## config.mk

```make
export PLATFORM = sky130hd
export DESIGN_NAME = even_bit_counter_n_flat
export DESIGN_NICKNAME = d
export VERILOG_FILES = /design/src/rtl/even_bit_counter_pkg.sv /design/src/rtl/even_bit_counter_if.sv /design/src/rtl/ebc_datapath.sv /design/src/rtl/even_bit_counter_n.sv /design/src/flat_wrapper.sv
export SDC_FILE = /design/constraint.sdc
export NUM_CORES = 1
export LEC_CHECK = 0
export BUFFER_PORTS_ARGS = -buffer_cell sky130_fd_sc_hd__buf_2
export CORE_ASPECT_RATIO = 1.1
export CORE_MARGIN = 2
export CORE_UTILIZATION = 47
export DETAILED_ROUTE_END_ITERATION = 16
export HOLD_SLACK_MARGIN = 0.06
export PLACE_DENSITY_LB_ADDON = 0.08
export SETUP_SLACK_MARGIN = 0.2
export SYNTH_ARGS = -nofsm -noshare
export SYNTH_HDL_FRONTEND = slang
export SYNTH_SLANG_ARGS = --single-unit
```

## constraint.sdc

```tcl
create_clock -name clock -period 1.8 [get_ports clock]
set_input_delay 0.09 -clock clock [delete_from_list [all_inputs] [get_ports clock]]
set_output_delay 0.09 -clock clock [all_outputs]
set_load 0.01 [all_outputs]
```

## src/rtl/even_bit_counter_pkg.sv

```systemverilog
// Shared types for the even/odd bit counter: controller states, count-mode codes
// and the count-width helper used by the interface, datapath and top.
package even_bit_counter_pkg;

  typedef enum logic [2:0] {
    S_SOC = 3'd0,
    S_EOC = 3'd1,
    S_CNT = 3'd2,
    S_DAV = 3'd3,
    S_ACK = 3'd4
  } state_e;

  localparam logic [1:0] MODE_EVEN = 2'b00;
  localparam logic [1:0] MODE_ODD  = 2'b01;
  localparam logic [1:0] MODE_ALL  = 2'b10;
  localparam logic [1:0] MODE_RSVD = 2'b11;

  function automatic int calc_cw(input int w);
    return $clog2(w + 1);
  endfunction

endpackage

```

## src/rtl/even_bit_counter_if.sv

```systemverilog
// Converter and consumer signals of the bit counter. EVEN_BIT_COUNTER_MASK_EN adds
// the per-consumer enable mask en.
interface even_bit_counter_if #(
  parameter int W = 8,
  parameter int N = 3
) ();
  import even_bit_counter_pkg::*;

  localparam int CW = calc_cw(W);

  logic          soc;
  logic          eoc;
  logic [W-1:0]  x;
  logic [1:0]    mode;
  logic [N-1:0]  rfd;
  logic          dav_;
  logic [CW-1:0] c;
`ifdef EVEN_BIT_COUNTER_MASK_EN
  logic [N-1:0]  en;

  modport master (output soc, dav_, c, input eoc, x, mode, rfd, en);
  modport slave  (input soc, dav_, c, output eoc, x, mode, rfd, en);
`else
  modport master (output soc, dav_, c, input eoc, x, mode, rfd);
  modport slave  (input soc, dav_, c, output eoc, x, mode, rfd);
`endif

endinterface

```

## src/rtl/ebc_datapath.sv

```systemverilog
// Bit-counting datapath: holds the captured sample and mode, consumes two bit
// positions per step and flags when no selected bit remains.
module ebc_datapath
  import even_bit_counter_pkg::*;
#(
  parameter int W  = 8,
  parameter int CW = calc_cw(W)
) (
  input  logic          clock,
  input  logic          reset,
  input  logic          load,
  input  logic          step,
  input  logic [W-1:0]  x,
  input  logic [1:0]    mode,
  output logic [CW-1:0] c,
  output logic          done
);

  logic [W-1:0]  x_q, x_d;
  logic [CW-1:0] c_q, c_d;
  logic [1:0]    mode_q, mode_d;
  logic [W-1:0]  mask_s;
  logic [W-1:0]  x_shift_s;
  logic [1:0]    pair_add_s;

  // Selected-position mask, per-step increment and early-exit detect
  always_comb begin
    mask_s     = '0;
    pair_add_s = 2'd0;
    x_shift_s  = x_q >> 2;
    for (int i = 0; i < W; i++) begin
      case (mode_q)
        MODE_EVEN:           mask_s[i] = (i % 2 == 0);
        MODE_ODD:            mask_s[i] = (i % 2 == 1);
        MODE_ALL, MODE_RSVD: mask_s[i] = 1'b1;
        default:             mask_s[i] = 1'b1;
      endcase
    end
    case (mode_q)
      MODE_EVEN:           pair_add_s = {1'b0, x_q[0]};
      MODE_ODD:            pair_add_s = {1'b0, x_q[1]};
      MODE_ALL, MODE_RSVD: pair_add_s = {1'b0, x_q[0]} + {1'b0, x_q[1]};
      default:             pair_add_s = {1'b0, x_q[0]} + {1'b0, x_q[1]};
    endcase
    // Exit decision looks at what is left after this step's shift
    done = ((x_shift_s & mask_s) == '0);
  end

  // Next-state of sample, mode and accumulator
  always_comb begin
    x_d    = x_q;
    c_d    = c_q;
    mode_d = mode_q;
    if (load) begin
      x_d    = x;
      c_d    = '0;
      mode_d = mode;
    end else if (step) begin
      x_d = x_shift_s;
      c_d = c_q + CW'(pair_add_s);
    end else begin
      x_d = x_q;
    end
  end

  // Datapath registers
  always_ff @(posedge clock or posedge reset) begin
    if (reset) begin
      x_q    <= '0;
      c_q    <= '0;
      mode_q <= MODE_EVEN;
    end else begin
      x_q    <= x_d;
      c_q    <= c_d;
      mode_q <= mode_d;
    end
  end

  assign c = c_q;

endmodule

```

## src/rtl/even_bit_counter_n.sv

```systemverilog
// Converter-driven bit counter with a shared dav_/rfd handshake to N consumers.
// Optional EVEN_BIT_COUNTER_MASK_EN selects which consumers take part.
module even_bit_counter_n
  import even_bit_counter_pkg::*;
#(
  parameter int W = 8,
  parameter int N = 3
) (
  input  logic clock,
  input  logic reset,
  even_bit_counter_if.master bus
);

  localparam int CW = calc_cw(W);

  state_e        state_q, state_d;
  logic          soc_q, soc_d;
  logic          dav_n_q, dav_n_d;
  logic          load_s;
  logic          step_s;
  logic          done_s;
  logic [N-1:0]  part_s;
  logic [CW-1:0] c_s;

`ifdef EVEN_BIT_COUNTER_MASK_EN
  logic [N-1:0] en_q, en_d;

  // Enable mask is captured with the sample and mode
  always_comb begin
    en_d = en_q;
    if (load_s) begin
      en_d = bus.en;
    end else begin
      en_d = en_q;
    end
  end

  // Enable mask register
  always_ff @(posedge clock or posedge reset) begin
    if (reset) begin
      en_q <= '0;
    end else begin
      en_q <= en_d;
    end
  end

  assign part_s = en_q;
`else
  assign part_s = {N{1'b1}};
`endif

  ebc_datapath #(
    .W  (W),
    .CW (CW)
  ) u_datapath (
    .clock (clock),
    .reset (reset),
    .load  (load_s),
    .step  (step_s),
    .x     (bus.x),
    .mode  (bus.mode),
    .c     (c_s),
    .done  (done_s)
  );

  // Controller next-state and registered-output decode
  always_comb begin
    state_d = state_q;
    soc_d   = soc_q;
    dav_n_d = dav_n_q;
    load_s  = 1'b0;
    step_s  = 1'b0;
    case (state_q)
      S_SOC: begin
        // soc must be seen high before a falling eoc may start the conversion
        if (!soc_q) begin
          soc_d = 1'b1;
        end else if (!bus.eoc) begin
          soc_d   = 1'b0;
          load_s  = 1'b1;
          state_d = S_EOC;
        end else begin
          soc_d = 1'b1;
        end
      end
      S_EOC: begin
        if (bus.eoc) begin
          state_d = S_CNT;
        end else begin
          state_d = S_EOC;
        end
      end
      S_CNT: begin
        step_s = 1'b1;
        if (done_s) begin
          dav_n_d = 1'b0;
          state_d = S_DAV;
        end else begin
          state_d = S_CNT;
        end
      end
      S_DAV: begin
        if ((bus.rfd & part_s) == '0) begin
          dav_n_d = 1'b1;
          state_d = S_ACK;
        end else begin
          state_d = S_DAV;
        end
      end
      S_ACK: begin
        if ((bus.rfd & part_s) == part_s) begin
          soc_d   = 1'b1;
          state_d = S_SOC;
        end else begin
          state_d = S_ACK;
        end
      end
      default: begin
        soc_d   = 1'b0;
        dav_n_d = 1'b1;
        state_d = S_SOC;
      end
    endcase
  end

  // Controller state and output registers
  always_ff @(posedge clock or posedge reset) begin
    if (reset) begin
      state_q <= S_SOC;
      soc_q   <= 1'b0;
      dav_n_q <= 1'b1;
    end else begin
      state_q <= state_d;
      soc_q   <= soc_d;
      dav_n_q <= dav_n_d;
    end
  end

  assign bus.soc  = soc_q;
  assign bus.dav_ = dav_n_q;
  assign bus.c    = c_s;

endmodule
```

## src/flat_wrapper.sv

```systemverilog
// flat-port wrapper written by rule: the top's interface ports become plain ports
module even_bit_counter_n_flat import even_bit_counter_pkg::*;
#(
  parameter int W = 8,
  parameter int N = 3
)
  (clock, reset, bus_soc, bus_dav_, bus_c, bus_eoc, bus_x, bus_mode, bus_rfd);
  even_bit_counter_if #(.W(W), .N(N)) bus_i ();
  input  logic clock;
  input  logic reset;
  output wire logic [$bits(bus_i.soc)-1:0] bus_soc;
  output wire logic [$bits(bus_i.dav_)-1:0] bus_dav_;
  output wire logic [$bits(bus_i.c)-1:0] bus_c;
  input wire logic [$bits(bus_i.eoc)-1:0] bus_eoc;
  input wire logic [$bits(bus_i.x)-1:0] bus_x;
  input wire logic [$bits(bus_i.mode)-1:0] bus_mode;
  input wire logic [$bits(bus_i.rfd)-1:0] bus_rfd;
  assign bus_soc = bus_i.soc;
  assign bus_dav_ = bus_i.dav_;
  assign bus_c = bus_i.c;
  assign bus_i.eoc = bus_eoc;
  assign bus_i.x = bus_x;
  assign bus_i.mode = bus_mode;
  assign bus_i.rfd = bus_rfd;
  even_bit_counter_n #(.W(W), .N(N)) u_core (.clock(clock), .reset(reset), .bus(bus_i));
endmodule
```

After elaboration in Yosys (flattened, before gate mapping)
Cells that the tools add are included.

Bits in latches: 0. Bits in writable memories: 0. Input bits: 16. Memories kept: 0. ROM bits: 0. Word-level logic and storage cells: 62. Output and inout bits: 6. Register bits: 19.

Magnitude comparators: 0. Shifts and indexed selects: 0. Muxes and demuxes: 25. Multipliers: 0. Equal/unequal tests: 13. Bitwise gates (word level): 3. $add $sub $neg: 2. Reductions and logical operators: 13. Divide/modulo/power cells: 0.

Operator list (number): 8-bit two-way mux (2); 3-bit case mux with 5 select lines (1); 3-bit two-way mux (4); 3-bit OR reduction (4); 1-bit two-way mux (10); 6-bit by 8-bit bitwise AND with 8-bit output (1); 8-bit logical NOT (1); 4-bit two-way mux (2); 2-bit by 1-bit inequality test with 1-bit output (second input constant) (4); 3-bit by 2-bit equality test with 1-bit output (second input constant) (2); 3-bit equality test (second input constant) (2); 3-bit logical NOT (2); 1-bit case mux with 3 select lines (2); 2-bit case mux with 3 select lines (1); 4-bit by 2-bit adder with 4-bit output (1); 2-bit equality test (second input constant) (2); 1-bit case mux with 2 select lines (2); 2-bit AND reduction (2); 3-bit by 1-bit equality test with 1-bit output (second input constant) (1); 3-bit AND reduction (1); 1-bit by 1-bit adder with 2-bit output (1); 2-bit by 1-bit equality test with 1-bit output (second input constant) (1); 2-bit logical NOT (1); 2-bit two-way mux (1); 4 further kinds (5).

Longest topological paths before layout
Gate-level depths: netlist of run 1.

Depth after elaboration: 7. Gate-level depth with buffers: 8. Mapped depth without buffers: 8.

Cells and area by module
A second synthesis of run 1 with hierarchy kept.

Cell total of the unflattened synthesis: 98. Area, all modules: 987.2 µm².

Modules (own cells, without submodules): ebc_datapath (area each 716.9 µm², instances 1, cells an instance 70, sequential area each 350.3 µm²); even_bit_counter_n (area each 270.3 µm², instances 1, cells an instance 28, sequential area each 126.4 µm²).

Worst setup path after synthesis of run 1
No wires, ideal clock.

Kind: register -> register. Start: register u_core.u_datapath.x_q[0]. End: register u_core.u_datapath.c_q[2], in the netlist u_core.u_datapath.c[2]. Data required time: 1677 ps. Stages on the path, launching flop included: 9. Period minus slack after synthesis: 1747 ps. Library setup time: 123 ps. Path buffers: 0. Path slack: 53 ps. Arrival: 1624 ps. Cells stage by stage: dfrtp_1 ha_1 nand2_1 o21ai_0 ha_1 fa_1 nor4bb_1 xnor2_1 nor2_1.

Longest elaborated chain between the ends: 5.

RTL lines: start, declared (line ebc_datapath.sv:19) `logic [W-1:0] x_q, x_d;`; start signal, assigned (line ebc_datapath.sv:69) `x_q <= '0;`; start signal, assigned (line ebc_datapath.sv:73) `x_q <= x_d;`; 1-bit by 1-bit adder with 2-bit output; 2-bit case mux with 3 select lines (*) (line ebc_datapath.sv:39) `case (mode_q)`; 4-bit by 2-bit adder with 4-bit output (*) (line ebc_datapath.sv:60) `c_d = c_q + CW'(pair_add_s);`; 4-bit two-way mux (*) (line ebc_datapath.sv:58) `end else if (step) begin`; 4-bit two-way mux (*) (line ebc_datapath.sv:54) `if (load) begin`; end signal, assigned (line ebc_datapath.sv:70) `c_q <= '0;`; end signal, assigned (line ebc_datapath.sv:74) `c_q <= c_d;`; end, declared (line ebc_datapath.sv:20) `logic [CW-1:0] c_q, c_d;`.

Mark *: on every way between the ends. The rest lies on a longest branch, timed or not. The select of a mux whose other input is x is not followed. A chain may end at the register's enable or synchronous reset.

Worst setup path in the final report of run 1
Start: register u_core.u_datapath.x_q[1]. End: register u_core.u_datapath.c_q[2], in the netlist u_core.u_datapath.c[2].

Same word-level chain as after synthesis.

==> results of run 1 <==
logic make-up (layout without fill, tap and decap cells):
logic type,after synthesis,after routing,synth area share
mux,10,10,0.106
fa+ha+maj,4,4,0.0564
flops,19,19,0.467
xor+xnor,1,1,0.00859
simple gates,32,32,0.182
buf+inv,9,52,0.0380
compound gates,20,20,0.142
stage by stage:
stage,worst slack (ns),utilization,instances,hold slack [ns]
finish,0.0205,0.698,166,0.137
global route,-0.0493,0.698,166,0.173
CTS,0.0350,0.686,166,0.116
detailed placement,0.0347,0.604,148,0.242
global placement,0.0655,0.604,148,0.246
floorplan,0.111,-,95,0.0404
layout make-up:
type | count | area share
inverter | 5 | 0.0133
clock buffer | 4 | 0.0186
timing repair buffer | 43 | 0.213
multi-input combinational | 67 | 0.392
sequential | 19 | 0.339
tap | 28 | 0.0248
metal layers:
metal	up-vias	share of wire	track usage	routed length (um)
met1	428	0.45	0.224	999
li1	430	-	-	-
met3	2	0.036	0.0282	79
met4	0	0.0063	0.0952	14
met5	-	0	0	0
met2	21	0.51	0.361	1120
how the worst max path moves through the flow:
stage	startpoint	endpoint	cells past startpoint
detailed placement	u_core.u_datapath.x_q[1]	u_core.u_datapath.c[2]	8
CTS	u_core.u_datapath.x_q[1]	u_core.u_datapath.c[2]	8
global placement	u_core.u_datapath.x_q[0]	u_core.u_datapath.c[2]	8
finish	u_core.u_datapath.x_q[1]	u_core.u_datapath.c[2]	8
floorplan	u_core.u_datapath.x_q[0]	u_core.u_datapath.c[2]	8
global route	u_core.u_datapath.x_q[1]	u_core.u_datapath.c[2]	8
repair_timing:
action,in CTS,in global routing
endpoints found under the setup margin,9,4
resized for setup,3,6
hold buffers,12,0
pin swaps,3,5
endpoints found under the hold margin,29,0
buffers inserted,2,0
registers in the layout, summed over array words and instances (netlist names):
signal	cells
u_core.u_datapath.x_q	8
u_core.u_datapath.mode_q	2
u_core.bus.dav_	1
u_core.state_q	3
u_core.u_datapath.c	4
u_core.bus.soc	1
synthesized netlist by cell type:
cell type	n	area (sq um)
dfrtp_1	18	450
nand2_1	8	30.0
mux2_2	6	67.6
and2_1	5	31.3
inv_1	5	18.8
a221o_1	4	40.0
buf_2	4	20.0
mux2i_1	4	40.0
nor2_1	4	15.0
nor3_1	4	20.0
o21ai_0	4	20.0
a21oi_1	3	15.0
ha_1	3	37.5
nor2b_1	3	18.8
a31oi_1	2	12.5
nor4bb_1	2	20.0
o31ai_1	2	15.0
a21oi_2	1	8.76
a31o_2	1	8.76
and3_1	1	6.26
dfstp_2	1	26.3
fa_1	1	20.0
nand3_1	1	5.00
nor3b_2	1	12.5
o211ai_1	1	7.51
o31a_1	1	8.76
o32ai_1	1	8.76
or3_1	1	6.26
or3b_1	1	8.76
or4_4	1	11.3
xnor2_1	1	8.76
where the power goes:
part / switching (uW) / internal [uW] / total, uW
clock network: 129 / 86.2 / 215
logic: 393 / 472 / 865
registers: 163 / 594 / 757
total: 686 / 1150 / 1840
critical path, cell delays in order (launching register included):
cell and delay [ns]:
dfrtp_1 0.43, ha_4 0.25, nand2_2 0.07, o21ai_2 0.06, ha_2 0.21, fa_2 0.32
nor4bb_4 0.15, xnor2_1 0.15, nor2_1 0.05
==> impl_metrics.ini, run 1 <==
[critical_path]
crit_required_ns = 2.00
crit_type = flip-flop to flip-flop
cp_max_fo = 3
rr_worst_depth = 8
r2r_end = u_core.u_datapath.c[2]
cp.arrival_ns = 1.98
crit_path_start_kind = flip-flop
worstReg2RegStart = u_core.u_datapath.x_q[1]
regToRegSetupSlack_ns = 0.02
endpoint_kind = flip-flop

[cts]
clkLatencyLatePin_ns = 0.29
ctsHtreeMaxLevel = 1
cts_tree = done
cts_inserted_buffers = 3
cts-root-buf = clkbuf_4
clkTransAtPathRegs_ns = 0.11
clockBufferDepth = 2
cts_sinks = 19

[finish]
layout_common_cells = buf_2 (21), dfrtp_1 (17), dlygate4sd3_1 (12), buf_4 (10), nand2_1 (7)
fin_area_sq_mm = 0.00141
syn_to_final_growth_pct = 38.4
fillers = 144
n_antenna_cell = 0
layout.nets = 159
multiInputGateArea_sq_um = 553
final_common_cell = buf_2
regArea_sq_um = 478
drive_gt1_frac = 0.406

[pwr]
leakage_uw = 0.000661
power_uw = 1840
irDropWorstVdd_v = 0.000742
cellPowerDensity_mw_per_mm2 = 1300

[die]
start_util = 0.505
fp.dieW_um = 48.4
dieHeight_um = 52.9
die_area_sq_mm = 0.00256
row_count = 17
pin_count = 22
core_area_sq_mm = 0.00202

[drt]
finalWirelength_um = 2210
via_per_inst = 5.31
wl_per_cell_um = 13.3
drt_iter0_markers = 18
ant_nets = 0
drcViolationCount = 0
first_pass_iters = 4
vias = 881

[global_routing]
antenna_found_initial = 0
grt_use_total = 0.195
overflow = 0
grt_max_degree = 20
grt_pass1_vias = 898
grt_pass1_wl_um = 3740

[sta]
final_max_slew_viol_count = 0
max_slew_margin = 0.522
fin_tns_setup_ns = 0
rsz0062_at_grt = yes
final.setup_skew_ns = 0.00719
setup_viol = 0
period_minus_slack_ns = 1.78
hold_violations = 0
fin_crit_sh = 0.989
worst_pin_slew_ns = 0.716
fmax_mhz = 562

[hold_path]
holdPathStages = 3
min-delay-start = bus_eoc
hold_end = u_core.state_q[1]
holdCritPathClass = primary input to flip-flop

[placement]
io_buffers = 21
postPlaceCellArea_sq_mm = 0.00122
place_hpwl_um = 1530
gp_congestion = 0.844

[synthesis]
syn_area_sq_mm = 0.00102
synth-seq-area-share = 0.467
synth-seq-cells = 19
syn_nets = 115
synth_area_per_cell_sq_um = 10.7
synth_cells = 95
ys_types = 31
yosysWarnings = 0

[job]
cap_violations = 0

[run_status]
outcome = completed
Power figures use the tool's default switching activity.
==> run 2: changes to the inputs <==
--- a/config.mk
+++ b/config.mk
@@ -6,9 +6,11 @@
 export NUM_CORES = 1
 export LEC_CHECK = 0
 export BUFFER_PORTS_ARGS = -buffer_cell sky130_fd_sc_hd__buf_2
+export CELL_PAD_IN_SITES_DETAIL_PLACEMENT = 1
+export CELL_PAD_IN_SITES_GLOBAL_PLACEMENT = 1
 export CORE_ASPECT_RATIO = 1.1
 export CORE_MARGIN = 2
-export CORE_UTILIZATION = 47
+export CORE_UTILIZATION = 36
 export DETAILED_ROUTE_END_ITERATION = 16
 export HOLD_SLACK_MARGIN = 0.06
 export PLACE_DENSITY_LB_ADDON = 0.08
==> run 2 against run 1 <==
  * The flow now finishes with violations (setup timing)
  * Worst setup slack got worse by 0.033 ns
  * Global-route usage decreased by 1.0 points
  * Maximum frequency shrank 1.8%
  * Via count increased by 1.7%
  * Final cell count rose by 3.6%
  * Register-to-register slack worse by 0.03 ns
  * Critical path depth unchanged
  * Clock power is 3% higher
  * Wire length up 16%
  * First-iteration DRC count fell by 5.6%
  * Power is 3.9% higher
  * Largest power group unchanged
==> impl_metrics.ini, run 2 (synthesized netlist as in run 1, its figures left out) <==
[job]
cap_violations = 0

[sta]
hold_violations = 0
final.setup_skew_ns = 0.0109
whs_ns = 0.123
rsz0062_at_grt = yes
fmax_mhz = 552
worst_pin_slew_ns = 0.762
max_slew_margin = 0.492
final_max_slew_viol_count = 0
setup_viol = 2
fin_crit_sh = 1.01
period_minus_slack_ns = 1.81
setup_slack_ns = -0.0123

[pwr]
cellPowerDensity_mw_per_mm2 = 1320
irDropWorstVdd_v = 0.000611
power_uw = 1910
leakage_uw = 0.000667

[cts]
clockBufferDepth = 2
cts_sinks = 19
cts-root-buf = clkbuf_4
clkTransAtPathRegs_ns = 0.12
ctsHtreeMaxLevel = 1
clkLatencyLatePin_ns = 0.30
cts_tree = done
cts_inserted_buffers = 3

[drt]
ant_nets = 0
first_pass_iters = 4
top_layer = met4
wl_met1_um = 1140
finalWirelength_um = 2570
drcViolationCount = 0
via_per_inst = 5.21
vias = 896
routed-wl-met2_um = 1310
wl_per_cell_um = 14.9
routed-wl-met3_um = 76
drt_iter0_markers = 17

[global_routing]
antenna_found_initial = 0
grt_pass1_wl_um = 4280
grt_max_degree = 20
overflow = 0
grt_pass1_vias = 938
grt_use_total = 0.185

[die]
row_count = 20
die_area_sq_mm = 0.00327
start_util = 0.374
dieHeight_um = 59.8
fp.dieW_um = 54.7
pin_count = 22
core_area_sq_mm = 0.00273

[finish]
syn_to_final_growth_pct = 41.3
top_register = u_core.u_datapath.x_q
n_antenna_cell = 0
layout_common_cells = buf_2 (21), dfrtp_1 (16), dlygate4sd3_1 (12), buf_4 (10), nand2_1 (7)
layout.nets = 160
largest_reg_flops = 8
final_common_cell = buf_2
final_util = 0.528
fillers = 319
drive_gt1_frac = 0.432

[run_status]
violations = setup timing
outcome = complete, but fails checks

[critical_path]
cp_max_fo = 3
endpoint_kind = flip-flop
crit_type = flip-flop to flip-flop
crit_required_ns = 1.99
rr_worst_depth = 8
cp.arrival_ns = 2.00
crit_path_start_kind = flip-flop

[placement]
gp_congestion = 0.735
place_ws_ns = -0.0567
place_hpwl_um = 1820
io_buffers = 21

[hold_path]
holdCritPathClass = primary input to flip-flop
holdPathStages = 4
run 2: worst max-delay path, stage by stage, from the launching register on:
cell	delay, ns
dfrtp_1	0.44
ha_4	0.25
nand2_2	0.07
o21ai_2	0.05
ha_2	0.20
fa_2	0.33
nor4bb_4	0.16
xnor2_1	0.14
nor2_1	0.07
run 2: cell type report:
class                      instances  area [sq um]  area share
clock buffer                       3          22.5      0.0156
clock inverter                     1          5.00     0.00347
inverter                           5          18.8      0.0130
multi-input combinational         67           563       0.391
sequential                        19           479       0.332
tap                               33          41.3      0.0286
timing repair buffer              44           312       0.216
run 2: worst paths after layout:
| check | start | to | slack, ns |
|---|---|---|---|
| worst max-delay path | u_core.u_datapath.x_q[1] | u_core.u_datapath.c[2] | -0.01 |
| worst min-delay path | bus_rfd[1] | u_core.state_q[2] | 0.12 |
| worst max register to register | u_core.u_datapath.x_q[1] | u_core.u_datapath.c[2] | -0.01 |
| worst min register to register | u_core.u_datapath.x_q[6] | u_core.u_datapath.x_q[6] | 0.56 |
| max in group asynchronous | reset | u_core.state_q[0] | 0.80 |
| min in group asynchronous | reset | u_core.u_datapath.x_q[7] | 0.47 |
run 2: repair_timing:
| action | CTS | global route |
|---|---|---|
| endpoints found under the hold margin | 29 | 0 |
| buffers inserted | 2 | 1 |
| hold buffers | 12 | 0 |
| resized for setup | 6 | 7 |
| pin swaps | 4 | 3 |
| endpoints found under the setup margin | 4 | 13 |
run 2: per-layer routing:
metal	up-vias	global-route usage
li1	431	-
met1	444	0.220
met2	17	0.321
met3	4	0.0300
met4	0	0.0750
met5	-	0
run 2: per-stage QoR:
step	instance area [sq um]	std cells	TNS [ns]
floorplan	1040	95	0
global placement	1230	153	0
detailed placement	1230	153	-0.0567
CTS	1410	171	-0.0231
global route	1440	172	-0.148
finish	1440	172	-0.0209
run 2: where the power goes:
group / internal (uW) / switching, uW
Sequential: 594 / 163
Clock: 82.7 / 139
Combinational: 503 / 426
==> run 3: changes to the inputs <==
--- a/config.mk
+++ b/config.mk
@@ -10,7 +10,7 @@
 export CELL_PAD_IN_SITES_GLOBAL_PLACEMENT = 1
 export CORE_ASPECT_RATIO = 1.1
 export CORE_MARGIN = 2
-export CORE_UTILIZATION = 36
+export CORE_UTILIZATION = 40
 export DETAILED_ROUTE_END_ITERATION = 16
 export HOLD_SLACK_MARGIN = 0.06
 export PLACE_DENSITY_LB_ADDON = 0.08
==> constraint.sdc (replaced) <==
create_clock -name clock -period 1.98 [get_ports clock]
set_input_delay 0.099 -clock clock [delete_from_list [all_inputs] [get_ports clock]]
set_output_delay 0.099 -clock clock [all_outputs]
set_load 0.01 [all_outputs]
==> run 3 against run 2 <==
  * The flow now finishes without violations
  * Sequential share of layout area is 2.1 points higher
  * Wire length hardly changed
  * Clock skew is 0.0096 ns lower
  * Power is 14% lower
  * Non-clock buffer count is 4 lower
  * Clock power is 7% lower
  * Final cell count is 3.5% lower
  * Critical path type unchanged
  * Critical endpoint unchanged
==> impl_metrics.ini, run 3 (synthesized netlist as in run 1, its figures left out) <==
[sta]
worst_pin_slew_ns = 0.746
final.setup_skew_ns = 0.00132
max_slew_margin = 0.502
hold_violations = 0
rsz0062_at_grt = yes
setup_viol = 0
final_max_slew_viol_count = 0
fin_crit_sh = 0.939
period_minus_slack_ns = 1.86
fmax_mhz = 538
whs_ns = 0.115
fin_tns_setup_ns = 0

[job]
cap_violations = 0

[critical_path]
crit_path_start_kind = flip-flop
critPathMaxStageDelay_ns = 0.41
cp_max_fo = 2
slowest_stage = dfrtp_1
crit_type = flip-flop to flip-flop
critPathBufInv = 0
worstPathCellList = ha_1, nand2_1, o21ai_1, ha_2, fa_1, nor4bb_1, xnor2_1, nor2_1
cpLargestDelayFamily = adder cells
crit_required_ns = 2.18
endpoint_kind = flip-flop
cp.arrival_ns = 2.06

[cts]
clkTransAtPathRegs_ns = 0.11
cts_sinks = 19
clkLatencyLatePin_ns = 0.30
clockBufferDepth = 2
ctsHtreeMaxLevel = 1
cts-root-buf = clkbuf_4
cts_inserted_buffers = 3
cts_tree = done

[drt]
drt_iter0_markers = 10
drcViolationCount = 0
first_pass_iters = 4
ant_nets = 0
via_per_inst = 5.33
finalWirelength_um = 2570
vias = 884
wl_per_cell_um = 15.5

[die]
dieHeight_um = 57.0
die_area_sq_mm = 0.00297
core_area_sq_mm = 0.00247
row_count = 19
fp.dieW_um = 52.1
start_util = 0.412
pin_count = 22

[finish]
syn_to_final_growth_pct = 32.4
drive_gt1_frac = 0.333
fillers = 280
top_register = u_core.u_datapath.x_q
largest_reg_flops = 8
final_common_cell = buf_2
layout.nets = 156
n_antenna_cell = 0
layout_common_cells = buf_2 (21), dfrtp_1 (18), dlygate4sd3_1 (12), nand2_1 (8), buf_4 (7)
stdcell_count = 166

[global_routing]
grt_max_degree = 20
grt_pass1_wl_um = 4460
grt_pass1_vias = 955
antenna_found_initial = 0
grt_use_total = 0.204
overflow = 0

[placement]
place_hpwl_um = 1820
gp_congestion = 0.801
io_buffers = 21
dp_cells = 147

[pwr]
irDropWorstVdd_v = 0.000786
cellPowerDensity_mw_per_mm2 = 1220
leakage_uw = 0.000651

[hold_path]
holdCritPathClass = primary input to flip-flop

[run_status]
outcome = completed
[run 3: cell types whose count changed in the layout (fill, tap and decap cells not counted), sizes merged]
| cell | delta |
|---|---|
| buf | -4 |
[run 3: through the flow]
| stage | total power (uW) | area [sq um] | util | setup WS, ns |
|---|---|---|---|---|
| 2_1_floorplan | 1140 | 1020 | - | 0.233 |
| 4_1_cts | 1640 | 1340 | 0.541 | 0.0773 |
| 3_3_place_gp | 1360 | 1170 | 0.475 | 0.169 |
| 3_5_place_dp | 1390 | 1170 | 0.475 | 0.0617 |
| 6_report | 1640 | 1350 | 0.546 | 0.121 |
| 5_1_grt | 1790 | 1350 | 0.546 | 0.0125 |
[run 3: layer usage]
metal,up-vias,global-route usage,share of wire
met5,-,0,0
met4,0,0.0879,0.019
met3,5,0.0236,0.026
met2,17,0.351,0.50
met1,437,0.256,0.45
li1,425,-,-
[run 3: power by group]
group | total (uW) | internal, uW | switching (uW)
registers | 692 | 537 | 155
clock network | 206 | 75.4 | 131
logic | 745 | 390 | 354
total | 1640 | 1000 | 640
[run 3: repair_timing]
| action | in CTS | in global routing |
|---|---|---|
| hold buffers | 12 | 0 |
| buffers inserted | 2 | 1 |
| pin swaps | 2 | 3 |
| gates resized for setup | 2 | 2 |
| setup endpoints to repair | 3 | 3 |
| hold endpoints to repair | 29 | 0 |
[run 3: tightest hold or removal path: stages]
cell and delay (ns):
buf_2 0.11, nand2_1 0.05, nand3_1 0.06, o21ai_0 0.07
[run 3: cell type report]
cell class | instances | area, sq um | share of cell area
clock buffers | 3 | 22.5 | 0.0167
inverters | 5 | 18.8 | 0.0139
multi-input cells | 67 | 510 | 0.378
well taps | 31 | 38.8 | 0.0287
clock inverters | 1 | 5.00 | 0.00371
flip-flops and latches | 19 | 477 | 0.353
repair buffers | 40 | 278 | 0.206
[run 3: final timing paths]
check,from,to,slack (ns),depth (start not counted)
max in group asynchronous,reset,u_core.u_datapath.mode_q[1],1.06,3
hold / removal,bus_rfd[1],u_core.state_q[2],0.12,4
hold reg to reg,u_core.u_datapath.x_q[3],u_core.u_datapath.x_q[3],0.57,1
setup reg to reg,u_core.u_datapath.x_q[0],u_core.u_datapath.c[2],0.12,8
setup / recovery,u_core.u_datapath.x_q[0],u_core.u_datapath.c[2],0.12,8
min in group asynchronous,reset,u_core.u_datapath.c[2],0.46,3
